<file path="config.mk">
export PLATFORM = sky130hd
export DESIGN_NAME = boot_fetch
export DESIGN_NICKNAME = d
export VERILOG_FILES = /design/src/rtl/boot_fetch.sv
export SDC_FILE = /design/constraint.sdc
export NUM_CORES = 1
export LEC_CHECK = 0
export CORE_MARGIN = 2
export CORE_UTILIZATION = 35
export CTS_CLUSTER_SIZE = 16
export DETAILED_ROUTE_END_ITERATION = 7
export PLACE_DENSITY = 0.76
export SLEW_MARGIN = 20
export SYNTH_ARGS = -nofsm -noshare
export SYNTH_HDL_FRONTEND = slang
export SYNTH_SLANG_ARGS = --single-unit
export TNS_END_PERCENT = 10
</file>
<file path="constraint.sdc">
create_clock -name clk -period 2.05 [get_ports clk]
set_input_delay 0.3075 -clock clk [delete_from_list [all_inputs] [get_ports clk]]
set_output_delay 0.3075 -clock clk [all_outputs]
set_load 0.01 [all_outputs]
</file>
<file path="src/rtl/boot_fetch.sv">
// Boot/run instruction fetch: presents boot ROM words until software signals boot_done,
// inserts one bubble, then fetches from instruction RAM. Out-of-range boot fetches latch a fault.
module boot_fetch #(
    parameter int          BOOT_SIZE = 256,
    parameter logic [15:0] RUN_START = 16'h0000,
    parameter logic [15:0] NOP       = 16'hEA80
) (
    input  logic        clk,
    input  logic        reset,
    input  logic        stall,
    input  logic        jmp,
    input  logic [15:0] jmp_addr,
    input  logic        boot_done,
    input  logic [15:0] rom_instr,
    input  logic [15:0] ram_instr,
    output logic [15:0] pc,
    output logic [15:0] instruction,
    output logic        boot_mode,
    output logic        fault
);

    typedef enum logic [1:0] {
        BOOT  = 2'd0,
        FLUSH = 2'd1,
        RUN   = 2'd2
    } state_t;

    // One extra bit so a BOOT_SIZE of 65536 still compares correctly.
    localparam logic [16:0] BOOT_LIMIT = 17'(BOOT_SIZE);

    state_t      state, state_nxt;
    logic [15:0] pc_nxt;
    logic        fault_nxt;
    logic        boot_exit;
    logic        boot_oob;

    assign boot_exit = (state == BOOT) && boot_done;
    assign boot_oob  = (state == BOOT) && ({1'b0, pc} >= BOOT_LIMIT) && !stall;

    // State register
    always_ff @(posedge clk) begin
        if (reset) begin
            state <= BOOT;
            pc    <= 16'h0000;
            fault <= 1'b0;
        end else begin
            state <= state_nxt;
            pc    <= pc_nxt;
            fault <= fault_nxt;
        end
    end

    // Next-state logic
    always_comb begin
        state_nxt = state;
        case (state)
            BOOT:    if (boot_done) state_nxt = FLUSH;
            FLUSH:   if (!stall)    state_nxt = RUN;
            RUN:     state_nxt = RUN;
            default: state_nxt = BOOT;
        endcase
    end

    // The faulting fetch itself holds pc, so the bad address stays visible.
    always_comb begin
        pc_nxt = pc;
        if (boot_exit)
            pc_nxt = RUN_START;
        else if (stall)
            pc_nxt = pc;
        else if (fault || boot_oob)
            pc_nxt = pc;
        else if (state == FLUSH)
            pc_nxt = pc;
        else if (jmp)
            pc_nxt = jmp_addr;
        else
            pc_nxt = pc + 16'd1;
    end

    always_comb begin
        fault_nxt = fault | boot_oob;
    end

    // Output logic
    always_comb begin
        boot_mode   = (state == BOOT);
        instruction = NOP;
        if (!fault) begin
            case (state)
                BOOT:    instruction = rom_instr;
                RUN:     instruction = ram_instr;
                default: instruction = NOP;
            endcase
        end
    end

endmodule
</file>
* After elaboration in Yosys (flattened, before gate mapping)
Index checks and enable logic that the tools add are counted.
** Storage, ports and cells
- Register bits :: 19
- Output and inout bits :: 34
** Cells by class
- $add $sub $neg :: 1
- $lt $le $gt $ge :: 1
- Equality and inequality tests :: 4
- Muxes and demuxes :: 6
- Bitwise operators :: 4
- Reduce and logical (&&, ||, !) cells :: 9
** Operator list (number)
- $mux 16 :: 2
- $pmux 16 s2 :: 1
- $add 16x1->16 const B :: 1
- $ge 16x9->1 const B :: 1
- $pmux 2 s3 :: 1
- $mux 2 :: 2
- $ne 2x2->1 const B :: 2
- $logic_and 1x1->1 :: 3
- $not 1->1 :: 3
- $reduce_and 3->1 :: 1
- $eq 2x1->1 const B :: 1
- $eq 2x2->1 const B :: 1
- $logic_not 2->1 :: 1
- $reduce_and 2->1 :: 1
- $reduce_or 2->1 :: 1
- $logic_not 1->1 :: 1
- $logic_or 1x1->1 :: 1
- $or 1x1->1 :: 1

* Longest topological paths before layout
- Depth in word-level cells :: 6
- Depth in mapped cells :: 8

* Least setup slack after synthesis
OpenSTA, ideal clock, no wires.
- Path kind :: register -> output
- From :: register state[0]
- To :: output instruction[0]
- Arrival :: 1.478 ns
- Required time :: 1.742 ns
- Path slack :: 0.264 ns
- Cell stages (with the launch flop) :: 7
- Buffers on the path :: 2
- Cell sequence :: dfxtp_1 -> inv_1 -> ha_1 -> clkbuf_1 -> clkbuf_1 -> a22oi_1 -> nor2_1
** Between the ends
- Cells in the longest elaborated chain, start to end :: 3
- Elaborated cells on any way between the ends :: 4
** RTL lines
- from (decl) :: line 31 : state_t state, state_nxt;
- from (signal assigned) :: line 47 : state <= state_nxt;
- $logic_not 2->1
- net boot_mode :: line 18 : output logic boot_mode,
- $pmux 16 s2 :: line 90 : case (state)
- $mux 16 :: line 89 : if (!fault) begin
- to (decl) :: line 17 : output logic [15:0] instruction,
The timed path passes the listed nets, and every way through them passes these cells.

* Worst setup path after layout
- From :: register state[0]
- To :: output instruction[9]
** Between the ends
- Cells in the longest elaborated chain, start to end :: 3
- Elaborated cells on any way between the ends :: 4
** RTL lines (line)
- $eq 2x2->1 or $logic_not 2->1 (tied branches) :: 90
- $pmux 16 s2 (*) :: 90
- $mux 16 (*) :: 89
Every way passes the cells marked *; elsewhere a longest branch is shown, timed or not.

==> summary.txt <==
Status
  • Outcome: complete, no violations

Timing
  • Final setup margin: 81.40 ps
  • Slew margin rel.: 0.6693
  • Final Skew: 2.694 ps
  • Final hold vios: 0
  • Setup TNS: 0 ps
  • Final setup viols: 0
  • Max frequency: roughly 510 MHz
  • Worst-margin pin slew: a little under 500 ps
  • Max-slew violation count: 0
  • RSZ-0062 raised after global routing: false
  • Tmin final: ~2000 ps
  • Final period utilization: 0.9603

Place
  • Worst slack, placed: around 110 ps
  • DP Wirelength: ~3800 um
  • Placed Area: about 2400 um2
  • Buffers on Ports: between 80 and 90
  • Routability Congestion: roughly 0.83

Clocking
  • Inserted Clock Buffers: 3
  • Clk_lat worst skew: 260 ps
  • CTS Hold Bufs: 0
  • CTS tree: yes
  • Clock sinks: 19
  • Post-CTS setup buffers: 0
  • Worst-path clk slew: 70 ps
  • CTS H-tree lvls: 1
  • Clk root buf: clkbuf_8
  • CTS max path bufs: 2

Detailed routing
  • First-pass iteration count of the detailed router: 4
  • Routed length per instance: approximately 15 um
  • Final ANT Viol Nets: 0
  • Number of remaining DRC errors: 0
  • Vias: around 1800
  • Detailed Route Iter0 Violations: between 60 and 70
  • Via density: roughly 5.6
  • Post-Route WL: approximately 5000 um

Yosys
  • Post-synth design cell area: between 1000 and 1500 um2
  • Post-Syn Area per Cell: about 7.4 um2
  • Post-synth ARST share: 0
  • Top cells by area, synth: dfxtp_1, a21oi_1, a22oi_1
  • Syn Inst Count: 193
  • Syn nets: 251
  • Yosys cell types: 40
  • Post-synth EDFFs: 0
  • Leading area contributor after synthesis: dfxtp_1
  • Main synth FF type: dfxtp_1
  • Post-synth top area share: 0.2648
  • Syn. warnings: 0
  • Synth Register Bits: 19
  • Sequential area share after synthesis: 0.2648

Power
  • Sw Share: 0.3793
  • Leakage power: 0.9413 nW
  • VDD IR max: ~0.00036 V
  • Combinational power share: 0.564
  • Sequential Power Share: 0.275
  • Internal power: between 1 and 1.5 mW
  • Net switching power: ~630 uW
  • Power density cells: between 600 and 700 nW/um2
  • Clk pwr share: 0.161

Critical path
  • RR Endpoint: pc[7]
  • Crit Path Class: reg2out
  • Crit path DAT: ~1700 ps
  • CP Cell Sequence: inv_1, ha_1, buf_6, a221o_1, dlygate4sd2_1
  • Worst R2R Start: state[0]
  • R2r setup slk: between 100 and 150 ps
  • Worst path max stage delay: ~350 ps
  • Critical Path Start Type: flop
  • CP Data Required Time: ~1700 ps
  • Slowest CP cell: dfxtp_2
  • Worst-path maximum fanout: 14
  • R2R cell count: 8
  • Crit path capture type: output pin

Global route
  • Global-route wire length before repair: 7507 um
  • Number of global-route vias before repair: between 1500 and 2000
  • Total track usage: 0.2124
  • Initial antenna violation count: 0
  • Pin count of the biggest net entering global routing: 20
  • Grt total ovfl: 0

Min path
  • Worst hold stages: 2
  • Type of the most critical hold path: reg2reg
  • Hold Path End: pc[11]
  • HP Start: pc[11]

Cells and area
  • Ant diodes: 0
  • Post-route cell area: roughly 2400 um2
  • Final #Nets: roughly 340
  • Most frequent cells in the layout: clkdlybuf4s50_1, nor2_1, a21oi_1, nand2_1, dfxtp_1
  • Area growth syn-to-layout: 69.86%
  • Commonest non-fill, non-tap cell in the layout: clkdlybuf4s50_1
  • Layout cell share with drive strength beyond 1: 0.08865

Floorplan
  • Starting Density: 0.3617
  • Row cnt: 23
  • Die extent in x: just under 70 um
  • IO Pins: between 80 and 90
  • Die Y: between 60 and 70 um
  • Core Area: between 3000 and 4000 um2
  • DIE AREA: 4632 um2

Job
  • Max-Cap Viols: 0
registers in the layout, indices dropped and copies added (netlist names):
register / count
pc: 16
state: 2
fault: 1
power groups by stage:
| stage | Clock [mW] | Combinational (mW) | Sequential (mW) |
|---|---|---|---|
| 6_report | 0.269 | 0.942 | 0.459 |
| 3_3_place_gp | 0 | 1.00 | 0.465 |
| 4_1_cts | 0.271 | 0.936 | 0.456 |
| 3_5_place_dp | 0 | 1.01 | 0.465 |
| 2_1_floorplan | 0 | 0.474 | 0.474 |
| 5_1_grt | 0.294 | 1.03 | 0.467 |
critical path: cells and delay by family (launching register included):
| kind | cells | cell delay (ps) |
|---|---|---|
| flip-flops | 1 | 350 |
| adder cells (fa/ha/maj) | 1 | 240 |
| buffers and inverters | 3 | 500 |
| AO/OA/AOI/OAI | 1 | 320 |
worst max path at each step:
stage | startpoint | endpoint
final | state[0] | instruction[9]
after global routing | state[0] | instruction[9]
after global placement | state[0] | instruction[15]
after detailed placement | state[0] | instruction[9]
after floorplan | state[0] | instruction[0]
after CTS | state[0] | instruction[9]
Yosys cell counts, types with 2 or more instances:
cell type	instances
clkbuf_1	9
a211oi_1	7
a31oi_1	4
mux2i_1	3
a22o_1	2
o21ai_0	13
inv_1	10
a221o_1	6
and4_1	2
nand3_1	9
and3_1	3
o22ai_1	3
nor4_2	2
o31ai_1	3
nand2_1	19
a221oi_1	2
nor3_1	3
o41ai_1	2
dfxtp_1	19
nor2_1	20
ha_1	5
buf_1	2
a21oi_1	19
a22oi_1	10
per-layer routing:
layer	track usage	up-vias	wire length [um]	share of wire
met5	0	-	0	0
met4	0.06000	0	48	0.0095
met3	0.04605	6	531	0.11
met2	0.3944	88	2399	0.48
met1	0.2413	842	2052	0.41
li1	-	908	-	-
cell type report:
type | count | area (um2)
clock buffers | 4 | 45.04
fillers | 361 | 1531
inverters | 10 | 37.54
multi-input cells | 151 | 960.9
flip-flops and latches | 19 | 382.9
well taps | 50 | 62.56
repair buffers | 98 | 950.9
through the flow:
stage	hold WS, ps	total power, mW	std cells	utilization
floorplan	379.9	0.9479	193	-
global placement	502.9	1.465	328	0.6055
detailed placement	498.5	1.476	328	0.6055
CTS	510.1	1.663	332	0.6118
global route	555.2	1.786	332	0.6144
finish	508.2	1.669	332	0.6144
logic make-up after synthesis:
family | count (synthesis) | share of synthesized area
DFF | 19 | 0.2648
adders and majority gates | 5 | 0.04355
buffers and inverters | 23 | 0.06620
and+or+nand+nor | 64 | 0.2317
AOI/OAI and AO/OA | 79 | 0.3728
muxes | 3 | 0.02091
repair_timing:
| action | in CTS | in global routing |
|---|---|---|
| gates resized for setup | 16 | 4 |
| cloned | 0 | 0 |
| setup endpoints to repair | 16 | 8 |
No activity file was read; power rests on OpenSTA's default activity.
